<file path="src/rtl/cpu_types_pkg.sv">
// cpu_types_pkg: shared CPU types and branch predictor constants
// word_t: PC/target word; btb_state_t: predictor clear-engine states;
// BTB_ENTRY_DEF: default number of BTB entries.
package cpu_types_pkg;
  typedef logic [31:0] word_t;
  typedef enum logic {BTB_IDLE, BTB_CLEAR} btb_state_t;
  localparam int BTB_ENTRY_DEF = 16;
endpackage

</file>
<file path="src/rtl/sat_counter.sv">
// sat_counter: combinational next-state of a saturating direction counter
// inc/dec step the count within [0, 2^CTR_BITS-1]; load overrides with load_val;
// cur_in is the present count, next_out the resulting count.
module sat_counter #(
  parameter int CTR_BITS = 2
) (
  input  logic                inc,
  input  logic                dec,
  input  logic                load,
  input  logic [CTR_BITS-1:0] load_val,
  input  logic [CTR_BITS-1:0] cur_in,
  output logic [CTR_BITS-1:0] next_out
);
  localparam logic [CTR_BITS-1:0] MAX = '1;
  always_comb
    next_out = load ? load_val
             : inc  ? (cur_in == MAX ? cur_in : cur_in + CTR_BITS'(1))
             : dec  ? (cur_in == '0  ? cur_in : cur_in - CTR_BITS'(1))
             : cur_in;
endmodule

</file>
<file path="src/rtl/branch_predictor.sv">
// branch_predictor: direct-mapped BTB with saturating-counter direction prediction
// CLK/nRST: clock, async active-low reset
// lookup_pc -> pred_hit/pred_taken/pred_target: zero-latency fetch prediction
// upd_*: resolved branch feedback; clr_req/busy: walking table clear
// lookups/mispredicts: wrapping performance counters
module branch_predictor
  import cpu_types_pkg::*;
#(
  parameter int ENTRIES  = BTB_ENTRY_DEF,
  parameter int CTR_BITS = 2,
  parameter int WORD_W   = 32,
  parameter int CNT_W    = 32
) (
  input  logic              CLK,
  input  logic              nRST,
  input  logic [WORD_W-1:0] lookup_pc,
  output logic              pred_hit,
  output logic              pred_taken,
  output logic [WORD_W-1:0] pred_target,
  input  logic              upd_en,
  input  logic [WORD_W-1:0] upd_pc,
  input  logic              upd_taken,
  input  logic [WORD_W-1:0] upd_target,
  input  logic              upd_mispredict,
  input  logic              clr_req,
  output logic              busy,
  output logic [CNT_W-1:0]  lookups,
  output logic [CNT_W-1:0]  mispredicts
);
  localparam int IDX_W = $clog2(ENTRIES);
  localparam int TAG_W = WORD_W - IDX_W - 2;
  localparam logic [CTR_BITS-1:0] WEAK_T = CTR_BITS'(1) << (CTR_BITS - 1);
  typedef struct packed {
    logic                valid;
    logic [TAG_W-1:0]    tag;
    logic [WORD_W-1:0]   target;
    logic [CTR_BITS-1:0] ctr;
  } entry_t;
  entry_t              tbl [ENTRIES];
  entry_t              lk_e, up_e;
  btb_state_t          state;
  logic [IDX_W-1:0]    clr_idx, lk_idx, up_idx;
  logic [TAG_W-1:0]    lk_tag, up_tag;
  logic [CTR_BITS-1:0] ctr_next;
  logic                up_hit, do_upd, unused_ok;
  assign lk_idx      = lookup_pc[IDX_W+1:2];
  assign lk_tag      = lookup_pc[WORD_W-1:IDX_W+2];
  assign up_idx      = upd_pc[IDX_W+1:2];
  assign up_tag      = upd_pc[WORD_W-1:IDX_W+2];
  assign unused_ok   = ^upd_pc[1:0];
  assign lk_e        = tbl[lk_idx];
  assign up_e        = tbl[up_idx];
  assign busy        = state == BTB_CLEAR;
  assign pred_hit    = !busy && lk_e.valid && lk_e.tag == lk_tag;
  assign pred_taken  = pred_hit && lk_e.ctr[CTR_BITS-1];
  assign pred_target = pred_hit ? lk_e.target : lookup_pc + WORD_W'(4);
  assign up_hit      = up_e.valid && up_e.tag == up_tag;
  // a clear request in the same cycle takes priority and drops the update
  assign do_upd      = upd_en && !busy && !clr_req && (up_hit || upd_taken);
  // a miss can only reach the counter when taken, so load means allocate
  sat_counter #(.CTR_BITS(CTR_BITS)) u_ctr (
    .inc      (upd_taken),
    .dec      (!upd_taken),
    .load     (!up_hit),
    .load_val (WEAK_T),
    .cur_in   (up_e.ctr),
    .next_out (ctr_next)
  );
  always_ff @(posedge CLK or negedge nRST)
    if (!nRST) begin
      state   <= BTB_IDLE;
      clr_idx <= '0;
    end else if (busy) begin
      clr_idx <= clr_idx + IDX_W'(1);
      if (clr_idx == IDX_W'(ENTRIES - 1)) state <= BTB_IDLE;
    end else if (clr_req) begin
      state   <= BTB_CLEAR;
      clr_idx <= '0;
    end
  always_ff @(posedge CLK or negedge nRST)
    if (!nRST) begin
      for (int i = 0; i < ENTRIES; i++) tbl[i] <= '0;
    end else if (busy) begin
      tbl[clr_idx].valid <= 1'b0;
    end else if (do_upd) begin
      tbl[up_idx] <= '{valid:  1'b1,
                       tag:    up_tag,
                       target: (up_hit && !upd_taken) ? up_e.target : upd_target,
                       ctr:    ctr_next};
    end
  always_ff @(posedge CLK or negedge nRST)
    if (!nRST) begin
      lookups     <= '0;
      mispredicts <= '0;
    end else begin
      lookups     <= lookups + CNT_W'(pred_hit);
      mispredicts <= mispredicts + CNT_W'(upd_en && upd_mispredict);
    end
endmodule

</file>
<file path="config.mk">
export PLATFORM = sky130hd
export DESIGN_NAME = branch_predictor
export DESIGN_NICKNAME = d
export VERILOG_FILES = /design/src/rtl/cpu_types_pkg.sv /design/src/rtl/sat_counter.sv /design/src/rtl/branch_predictor.sv
export SDC_FILE = /design/constraint.sdc
export NUM_CORES = 2
export LEC_CHECK = 0
export BUFFER_PORTS_ARGS = -buffer_cell sky130_fd_sc_hd__buf_4
export CAP_MARGIN = 40
export CORE_MARGIN = 2
export CORE_UTILIZATION = 54
export CTS_BUF_LIST = sky130_fd_sc_hd__clkbuf_8 sky130_fd_sc_hd__clkbuf_16
export DETAILED_ROUTE_END_ITERATION = 10
export PLACE_DENSITY = 0.7
export SLEW_MARGIN = 20
export SYNTH_ARGS = -nofsm -noshare
export SYNTH_HDL_FRONTEND = slang
export SYNTH_SLANG_ARGS = --single-unit
</file>
<file path="constraint.sdc">
create_clock -name CLK -period 13.82 [get_ports CLK]
set_input_delay 0.691 -clock CLK [delete_from_list [all_inputs] [get_ports CLK]]
set_output_delay 0.691 -clock CLK [all_outputs]
set_load 0.02 [all_outputs]
</file>
==> flow_metrics.env <==
export IMPL_setup_viol=0
export IMPL_dieHeight_um=329
export IMPL_wl_met2_um=76700
export IMPL_synth_edf_count=0
export IMPL_rsz0062_at_grt="no"
export IMPL_critPathLaunchType="input port"
export IMPL_route_top_layer_used="met5"
export IMPL_clockRootBuffer="clkbuf_16"
export IMPL_place_gp_congestion=0.875
export IMPL_netlist_top_cells_area="dfrtp_1 (46%), mux4_2 (21%), mux2_2 (19%), mux2i_1 (2.0%), xnor2_1 (1.6%)"
export IMPL_slew_violations=0
export IMPL_insertion_delay_ns=0.71
export IMPL_cts_tree="done"
export IMPL_via_per_inst=6.70
export IMPL_vias=35376
export IMPL_tightest_slew_ns=1.00
export IMPL_ys_seq_area_share_pct=45.8
export IMPL_netlist_instances=3734
export IMPL_syn_to_final_growth_pct=11.8
export IMPL_cpPeakStageDelay_ns=0.80
export IMPL_place_inst=5069
export IMPL_wl_per_cell_um=30.2
export IMPL_core_region_area_um2=105000
export IMPL_r2r_start="tbl[647]"
export IMPL_status="finished clean"
export IMPL_skew_ns=0.0301
export IMPL_hold_path_class="in -> async"
export IMPL_firstDrtPassIters=6
export IMPL_cellPowerDensity_nw_per_um2=116
export IMPL_io_buffers=198
export IMPL_grt_pass1_vias=35835
export IMPL_r2r_slack_ns=8.35
export IMPL_clock_sinks=1045
export IMPL_wl_met1_um=65700
export IMPL_antenna_found_initial=16
export IMPL_post_cts_setup_buffer_count=0
export IMPL_finalInstanceArea_um2=63800
export IMPL_crit_top_cell="buf_4"
export IMPL_die_w_um=329
export IMPL_grt_overflow=0
export IMPL_max_freq_mhz=151
export IMPL_cpLargestDelayFamily="buffers and inverters"
export IMPL_syn_area_um2=57100
export IMPL_slew_headroom_pct=33.1
export IMPL_yosysTopAreaCell="dfrtp_1"
export IMPL_worstSetupPathType="in -> reg"
export IMPL_r2r_worst_path_cells=11
export IMPL_worstPathRequired_ns=14.41
export IMPL_ys_flop_type="dfrtp_1"
export IMPL_ioPinCount=201
export IMPL_synth_nets=3845
export IMPL_grt_pass1_wl_um=239000
export IMPL_stdcell_count=5283
export IMPL_clk_pin_slew_ns=0.06
export IMPL_drive_above_1_share_pct=52.3
export IMPL_synth_async_reset_ratio_pct=100
export IMPL_reg2reg_to="tbl[744]"
export IMPL_drt_initial_drc_count=3310
export IMPL_postCtsResizedCells=0
export IMPL_track_usage_pct=29.8
export IMPL_min_period_over_period_pct=47.8
export IMPL_finish_net_count=3910
export IMPL_ir_drop_v=0.000122
export IMPL_cts_htree_levels=3
export IMPL_crit_start="upd_pc[3]"
export IMPL_rows=119
export IMPL_start_util_pct=54.3
export IMPL_ys_ff_latch=1045
export IMPL_post_route_drc_count=0
export IMPL_finalWirelength_um=159000
export IMPL_grt_max_degree=171
export IMPL_hold_ws_ns=0.0839
export IMPL_ant_nets=0
export IMPL_hpwl_um=98300
export IMPL_hold_viol=0
export IMPL_cp_max_fo=122
export IMPL_cp_num_buf_inv=6
export IMPL_place_area_um2=60100
export IMPL_fin_crit_ns=6.61
export IMPL_crit_path_end_kind="flop"
export IMPL_wl_met3_um=11400
export IMPL_critPathSlowestCell="clkinv_1"
export IMPL_clock_path_buffers=3
export IMPL_max_cap_viol_count=0
export IMPL_finalSetupTns_ns=0
export IMPL_power_total_uw=7380
export IMPL_ys_types=70
export IMPL_cts_buffers_inserted=113
export IMPL_leakagePower_uw=0.0301
export IMPL_postSynthAreaPerCell_um2=15.3
export IMPL_fillers=7963
export IMPL_synth_top_area_share_pct=45.8
export IMPL_hold_buffers=0
export IMPL_yosys_warnings=0
export IMPL_die_area_um2=108000
export IMPL_cp_data_arrival_time_ns=7.21
export IMPL_cp_cell_sequence="buf_8, buf_12, clkinv_1, o21ai_0, a31oi_1, o22ai_1, nand4_1, o41ai_4, buf_4, nand4_4, buf_4, buf_16, mux2_2"
-- where the power goes --
group          switching, µW  total [µW]  internal, µW
combinational            487         992           506
clock                   1270        2950          1670
sequential               170        3440          3270
-- cell usage in the layout, fill, tap and decap left out, types with 4 or more instances in the layout --
cell / instances
nor2_1: 38
mux2_2: 966
dfrtp_1: 1045
o21ai_0: 14
mux2_4: 39
a22oi_1: 24
xor2_1: 31
o2111ai_1: 4
nand3_1: 45
nor3_1: 22
and2_1: 10
clkbuf_16: 114
a211oi_1: 4
nand4_1: 27
diode_2: 5
mux2i_1: 115
inv_1: 50
and3_1: 31
o22ai_1: 14
o211ai_1: 4
nor2b_1: 16
clkinv_2: 21
ha_1: 9
buf_12: 15
nor4_1: 9
buf_8: 5
nand2_1: 119
a21oi_1: 14
nand3_4: 10
buf_4: 244
mux4_2: 533
a22o_1: 12
xnor2_1: 106
clkbuf_8: 27
mux2_1: 32
nand2b_1: 8
buf_16: 26
-- sequential cells by signal, indices dropped and copies added, names as in the netlist --
register	cells
lookups	32
busy	1
clr_idx	4
tbl	976
mispredicts	32
-- routing by layer --
layer  up-vias  global-route usage, %
li1      14556                      -
met1     19123                   42.0
met2      1379                   47.2
met3       298                   5.33
met4        20                   10.0
met5         -                      0
-- cell usage after synthesis (all sizes together) (3+ instances only) --
library cell,instances
a21oi,14
nand2b,8
o21ai,16
and2,10
nand4,29
inv,20
o41ai,3
a21o,3
and3,31
a22oi,24
o211ai,4
mux4,533
mux2,1037
o31ai,3
o22ai,14
ha,9
a211oi,4
nand3b,3
a31oi,3
nand3,55
xnor2,106
buf,223
nor2b,18
nor4,12
and4,3
xor2,31
dfrtp,1045
a22o,12
mux2i,115
nor2,39
o2111ai,4
nor3,22
clkbuf,121
nor4b,3
nand2,122
-- through the flow --
| step | setup WS, ns | util, % |
|---|---|---|
| 2_1_floorplan | 7.53 | - |
| 3_3_place_gp | 6.48 | 56.4 |
| 3_5_place_dp | 6.61 | 57.1 |
| 4_1_cts | 7.36 | 60.6 |
| 5_1_grt | 7.11 | 60.7 |
| 6_report | 7.21 | 60.7 |
-- cell type report --
class	instances	area [µm²]	area share (%)
antenna	5	12.5	0.0196
clock buffer	141	3220	5.05
clock inverter	62	388	0.608
inverter	22	85.1	0.133
multi-input combinational	2323	29300	45.9
sequential	1045	26200	41.0
tap	1391	1740	2.73
timing repair buffer	294	2960	4.63
-- cells by family after synthesis --
family | count (synthesis) | synth area share [%]
buffers and inverters | 366 | 3.13
multiplexers | 1685 | 43.8
AND/OR/NAND/NOR | 364 | 3.34
AO/OA/AOI/OAI | 127 | 1.64
XOR/XNOR | 137 | 2.10
flip-flops | 1045 | 45.8
adder cells (fa/ha/maj) | 10 | 0.215
-- worst max path at each step --
| stage | cells past startpoint | endpoint | slack (ns) |
|---|---|---|---|
| after global routing | 13 | tbl[741] | 7.11 |
| after CTS | 13 | tbl[763] | 7.36 |
| after floorplan | 20 | lookups[26] | 7.53 |
| final | 13 | tbl[744] | 7.21 |
| after global placement | 12 | tbl[829] | 6.48 |
| after detailed placement | 13 | tbl[744] | 6.61 |
Power figures use the tool's default switching activity.
